**config.mk**
```make
export PLATFORM = sky130hd
export DESIGN_NAME = pc_sequencer
export DESIGN_NICKNAME = d
export VERILOG_FILES = /design/src/rtl/pc_sequencer.sv
export SDC_FILE = /design/constraint.sdc
export NUM_CORES = 1
export LEC_CHECK = 0
export ABC_CLOCK_PERIOD_IN_PS = 4400
export CAP_MARGIN = 20
export CORE_ASPECT_RATIO = 0.8
export CORE_MARGIN = 3
export CORE_UTILIZATION = 45
export CTS_CLUSTER_SIZE = 14
export DETAILED_ROUTE_END_ITERATION = 10
export PLACE_DENSITY = 0.77
export SYNTH_ARGS = -nofsm -noshare
export SYNTH_HDL_FRONTEND = slang
export SYNTH_SLANG_ARGS = --single-unit
```
**constraint.sdc**
```tcl
create_clock -name clk -period 4.4 [get_ports clk]
set_clock_uncertainty 0.1 [all_clocks]
set_input_delay 0.66 -clock clk [delete_from_list [all_inputs] [get_ports clk]]
set_output_delay 0.66 -clock clk [all_outputs]
set_load 0.03 [all_outputs]
```
**src/rtl/pc_sequencer.sv**
```systemverilog
// rtl/pc_sequencer.sv - program counter and handshaked fetch sequencer for the multi-cycle MIPS-32 core
//
// Owns the PC, fetches one instruction at a time over a req/ready handshake,
// computes the next PC on retire (sequential, branch, J/JAL, JR), produces the
// JAL link write and traps on a misaligned jump target or a fetch timeout.
//
// Ports:
//   clk, rst_n            clock (rising edge), asynchronous active-low reset
//   imem_req/imem_addr    fetch request held until imem_ready; address is always pc
//   imem_ready/imem_rdata fetch response
//   instr/instr_valid     latched instruction awaiting retire
//   retire                execute done; pc_sel, branch_taken, branch_off,
//                         jump_idx, jr_target, link_en are valid this cycle
//   link_we/link_addr     one-cycle register-31 write of the return address
//   pc                    current program counter
//   trap/trap_cause/epc   one-cycle trap pulse; cause and epc hold until next trap
module pc_sequencer #(
  parameter int                 ADDR_W        = 32,
  parameter logic [ADDR_W-1:0]  RESET_VECTOR  = '0,
  parameter logic [ADDR_W-1:0]  TRAP_VECTOR   = ADDR_W'(32'h80),
  parameter int                 FETCH_TIMEOUT = 16
) (
  input  logic              clk,
  input  logic              rst_n,
  output logic              imem_req,
  output logic [ADDR_W-1:0] imem_addr,
  input  logic              imem_ready,
  input  logic [31:0]       imem_rdata,
  output logic [31:0]       instr,
  output logic              instr_valid,
  input  logic              retire,
  input  logic [1:0]        pc_sel,
  input  logic              branch_taken,
  input  logic [15:0]       branch_off,
  input  logic [25:0]       jump_idx,
  input  logic [ADDR_W-1:0] jr_target,
  input  logic              link_en,
  output logic              link_we,
  output logic [ADDR_W-1:0] link_addr,
  output logic [ADDR_W-1:0] pc,
  output logic              trap,
  output logic [1:0]        trap_cause,
  output logic [ADDR_W-1:0] epc
);

  typedef enum logic [1:0] {
    S_FETCH = 2'd0,
    S_EXEC  = 2'd1,
    S_TRAP  = 2'd2
  } state_t;

  localparam logic [1:0] CAUSE_MISALIGN = 2'b01;
  localparam logic [1:0] CAUSE_TIMEOUT  = 2'b10;

  // Timeout counter only needs to reach FETCH_TIMEOUT-1; a zero timeout
  // disables the counter entirely.
  localparam bit              TO_EN    = (FETCH_TIMEOUT > 0);
  localparam int              CNT_W    = (FETCH_TIMEOUT < 2) ? 1 : $clog2(FETCH_TIMEOUT + 1);
  localparam logic [CNT_W-1:0] CNT_LAST = CNT_W'((FETCH_TIMEOUT > 0) ? FETCH_TIMEOUT - 1 : 0);

  state_t            state, next_state;
  logic [CNT_W-1:0]  wait_cnt;
  logic [1:0]        pend_cause;   // cause latched on the way into TRAP

  logic [ADDR_W-1:0] seq_pc;
  logic [ADDR_W-1:0] br_off;
  logic [ADDR_W-1:0] br_pc;
  logic [ADDR_W-1:0] jmp_pc;
  logic [ADDR_W-1:0] target;
  logic              misaligned;
  logic              timeout_hit;

  // ---------------------------------------------------------------- next PC
  assign seq_pc = pc + ADDR_W'(4);
  assign br_off = {{(ADDR_W-18){branch_off[15]}}, branch_off, 2'b00};
  assign br_pc  = seq_pc + br_off;

  generate
    if (ADDR_W > 28) begin : g_jmp_upper
      assign jmp_pc = {seq_pc[ADDR_W-1:28], jump_idx, 2'b00};
    end else begin : g_jmp_flat
      assign jmp_pc = {jump_idx, 2'b00};
    end
  endgenerate

  always_comb begin
    target = seq_pc;
    case (pc_sel)
      2'd0:    target = seq_pc;
      2'd1:    target = branch_taken ? br_pc : seq_pc;
      2'd2:    target = jmp_pc;
      default: target = jr_target;
    endcase
  end

  // Only JR can produce a non-word-aligned target, but checking the
  // selected value covers every case uniformly.
  assign misaligned  = |target[1:0];
  assign timeout_hit = TO_EN && !imem_ready && (wait_cnt == CNT_LAST);

  // ------------------------------------------------------------ state register
  always_ff @(posedge clk or negedge rst_n) begin
    if (!rst_n) begin
      state <= S_FETCH;
    end else begin
      state <= next_state;
    end
  end

  // ------------------------------------------------------------ next state
  always_comb begin
    next_state = state;
    case (state)
      S_FETCH: begin
        if (imem_ready) begin
          next_state = S_EXEC;
        end else if (timeout_hit) begin
          next_state = S_TRAP;
        end
      end
      S_EXEC: begin
        if (retire) begin
          next_state = misaligned ? S_TRAP : S_FETCH;
        end
      end
      default: next_state = S_FETCH;
    endcase
  end

  // ------------------------------------------------------------ outputs
  always_comb begin
    imem_req = 1'b0;
    trap     = 1'b0;
    case (state)
      S_FETCH: imem_req = 1'b1;
      S_TRAP:  trap     = 1'b1;
      default: ;
    endcase
  end

  assign imem_addr = pc;

  // ------------------------------------------------------------ datapath
  always_ff @(posedge clk or negedge rst_n) begin
    if (!rst_n) begin
      pc          <= RESET_VECTOR;
      instr       <= '0;
      instr_valid <= 1'b0;
      link_we     <= 1'b0;
      link_addr   <= '0;
      trap_cause  <= 2'b00;
      epc         <= '0;
      wait_cnt    <= '0;
      pend_cause  <= 2'b00;
    end else begin
      link_we <= 1'b0;
      case (state)
        S_FETCH: begin
          if (imem_ready) begin
            instr       <= imem_rdata;
            instr_valid <= 1'b1;
            wait_cnt    <= '0;
          end else if (timeout_hit) begin
            wait_cnt   <= '0;
            pend_cause <= CAUSE_TIMEOUT;
          end else if (TO_EN) begin
            wait_cnt <= wait_cnt + CNT_W'(1);
          end
        end
        S_EXEC: begin
          if (retire) begin
            instr_valid <= 1'b0;
            if (misaligned) begin
              // pc stays on the faulting instruction so TRAP can record it
              pend_cause <= CAUSE_MISALIGN;
            end else begin
              pc <= target;
              if (link_en && (pc_sel == 2'd2)) begin
                link_we   <= 1'b1;
                link_addr <= seq_pc;
              end
            end
          end
        end
        S_TRAP: begin
          epc         <= pc;
          trap_cause  <= pend_cause;
          pc          <= TRAP_VECTOR;
          instr_valid <= 1'b0;
        end
        default: ;
      endcase
    end
  end

endmodule

```
==> out/metrics.csv <==
stage,metric,value,unit
timing,fin_crit,4.12,ns
die,initial_core_util,47.0,%
global_route,grt_pass1_vias,7610,
die,io_pins,280,
final_layout,diodes,0,
pwr,p_total,9.19,mW
critical_path,worstPathArrival,4.37,ns
synthesis,synth_area_leaders,"dfrtp_1 (40%), mux2_2 (12%), ha_1 (5.6%), a21oi_1 (3.8%), nand2_1 (3.7%)",
synthesis,synth_nets,1049,
synthesis,async_flop_share,100,%
die,die_h,131,µm
clock_network,cts_max_level,4,
timing,hold_viol,0,
synthesis,yosysUniqueCellTypes,69,
critical_path,crit_path_end_kind,flip-flop,
drt,drtAntennaViolNets,0,
global_route,grt_pass1_wl,43800,µm
die,rows,44,
clock_network,worstSkewPairLatency,0.43,ns
drt,drt_iter0_drc,593,
clock_network,root_buffer,clkbuf_16,
placement,place_congestion,0.922,
final_layout,drive_gt1_share,15.2,%
synthesis,ys_warn_count,0,
synthesis,netlist_area,8750,µm²
pwr,vdd_drop_max,431,µV
die,core,18600,µm²
final_layout,area_delta_synth_final,39.8,%
synthesis,synth_flop_cell,dfrtp_1,
clock_network,clk_pin_slew_worst_paths,0.07,ns
timing,fmax,242,MHz
synthesis,yosysMostFrequentCell,dfrtp_1,
clock_network,clock-sinks,141,
global_route,grt_antenna_before_repair,0,
timing,tightestPinTransition,1.02,ns
drt,vias,7869,
final_layout,final_area,12200,µm²
drt,wirelength,28800,µm
final_layout,nets,1296,
outcome,status,completed,
drt,vias_per_cell,5.59,
synthesis,ys_ff_latch,141,
timing,period_share,93.7,%
clock_network,clockBufferDepth,2,
synthesis,netlist_top_cells_count,"dfrtp_1 (141), mux2_2 (95), nand2_1 (86)",
synthesis,synth_edf_count,0,
drt,dr.pass1.iters,5,
synthesis,synth_top_area_share,40.3,%
pwr,p_leak,5.37,nW
placement,dpl.hpwl,21600,µm
flow_run,max-cap-violations,0,
critical_path,worstPathMaxFanout,7,
drt,drcViolationCount,0,
clock_network,tritoncts,built,
timing,slew_headroom,31.7,%
hold_path,hold_class,in -> async,
drt,wl_per_cell,20.5,µm
critical_path,cp-start-kind,flip-flop,
critical_path,critPathRequiredTime,4.64,ns
synthesis,avgSynthCellArea,9.78,µm²
timing,setup_viol,0,
clock_network,cts_made_buffers,17,
placement,place_area,11600,µm²
die,die_w,162,µm
die,die-area,21200,µm²
timing,hold_slack,0.217,ns
critical_path,critPathKind,reg -> reg,
placement,io_buffer_count,279,
global_route,grt-ovfl-total,0,
global_route,grt_max_degree,101,
timing,drv_slew,0,
pwr,powerDensity,751,nW/µm²
global_route,track_usage,26.7,%
synthesis,seq_area_frac_synth,40.3,%
synthesis,synth_largest_area_cell,dfrtp_1,
synthesis,synth_cells,895,
final_layout,fill_cells,1580,
clock_network,cts_hold_buf,0,
-- power by group --
group / internal [mW] / leakage [nW] / switching, mW
registers: 1.83 / 1.80 / 0.476
logic: 2.32 / 3.28 / 3.10
clock network: 0.809 / 0.291 / 0.656
total: 4.95 / 5.37 / 4.24
-- logic make-up after synthesis --
family | after synthesis | synth area share, %
AOI/OAI and AO/OA | 210 | 15.3
xor gates and xnor gates | 50 | 5.09
adders and majority gates | 40 | 5.80
buffers and inverters | 104 | 6.05
DFF | 141 | 40.3
muxes | 112 | 14.2
and+or+nand+nor | 238 | 13.3
-- layout make-up --
type | instances | area, µm² | share of cell area, %
clock buffer | 17 | 425 | 3.48
clock inverter | 15 | 170 | 1.39
inverter | 30 | 113 | 0.920
multi-input combinational | 650 | 4730 | 38.6
sequential | 141 | 3530 | 28.8
tap | 253 | 317 | 2.59
timing repair buffer | 302 | 2960 | 24.2
-- final timing paths --
path	start	to	slack, ns	depth (start not counted)
worst max-delay path	imem_addr[3]$_DFFE_PN0P_	imem_addr[31]$_DFFE_PN0P_	0.28	16
worst min-delay path	rst_n	instr[6]$_DFFE_PN0P_	0.22	1
worst max register to register	imem_addr[3]$_DFFE_PN0P_	imem_addr[31]$_DFFE_PN0P_	0.28	16
worst min register to register	link_addr[13]$_DFFE_PN0P_	link_addr[13]$_DFFE_PN0P_	0.39	2
max in group asynchronous	rst_n	epc[16]$_DFFE_PN0P_	3.08	2
min in group clk	link_addr[13]$_DFFE_PN0P_	link_addr[13]$_DFFE_PN0P_	0.39	2
-- routing by layer --
layer,track usage [%],part of all wire [%],vias up
met4,6.67,1.5,0
met5,0,0,-
met1,38.1,46,3847
li1,-,-,3691
met3,5.64,6.7,33
met2,42.1,46,298
-- registers in the layout, indices dropped and copies added (netlist names) --
register and count:
epc 32, imem_addr 32, instr 32, link_addr 32, wait_cnt 5, pend_cause 2
state 2, trap_cause 2, instr_valid 1, link_we 1
-- cells in the final DEF (no fill, tap or decap), types with 4 or more instances in the layout --
cell type / count
a211oi_1: 6
a21o_1: 11
a21oi_1: 66
a221oi_1: 5
a31oi_1: 6
and2_1: 5
and3_1: 14
and4_1: 4
buf_4: 23
clkbuf_16: 17
clkdlybuf4s50_1: 276
dfrtp_1: 140
ha_1: 37
inv_1: 30
inv_6: 5
mux2_2: 95
mux2i_1: 17
nand2_1: 86
nand2b_1: 8
nand3_1: 27
nand4_1: 6
nor2_1: 43
nor3_1: 16
o211ai_1: 8
o21a_1: 7
o21ai_0: 51
o221ai_1: 6
o22ai_1: 4
o31ai_1: 7
or3_1: 4
xnor2_1: 27
xor2_1: 21
-- metrics by stage --
stage / util (%) / TNS (ns) / cells / setup slack [ns]
detailed placement: 62.4 / 0 / 1375 / 0.154
floorplan: - / 0 / 895 / 0.451
global placement: 62.4 / 0 / 1375 / 0.296
CTS: 65.6 / 0 / 1407 / 0.132
global route: 65.8 / -0.00587 / 1408 / -0.00587
finish: 65.8 / 0 / 1408 / 0.276
-- worst max-delay path, stage by stage (launching register included) --
cell and delay (ns):
dfrtp_2 0.42, ha_1 0.22, and4_1 0.29, and4_2 0.32, nand2_1 0.18, nor2_4 0.22
buf_4 0.15, nand3_1 0.15, xnor2_1 0.22, ha_1 0.40, nand3_1 0.16, nor2_1 0.16
and3_1 0.20, o31ai_2 0.08, and3b_1 0.20, or4_1 0.48, o211ai_1 0.10
-- what timing repair did --
action                     in CTS  in global routing
buffers inserted                0                  1
resized for setup               0                  8
setup endpoints to repair       0                  5
(Power assumes the default switching activity.)
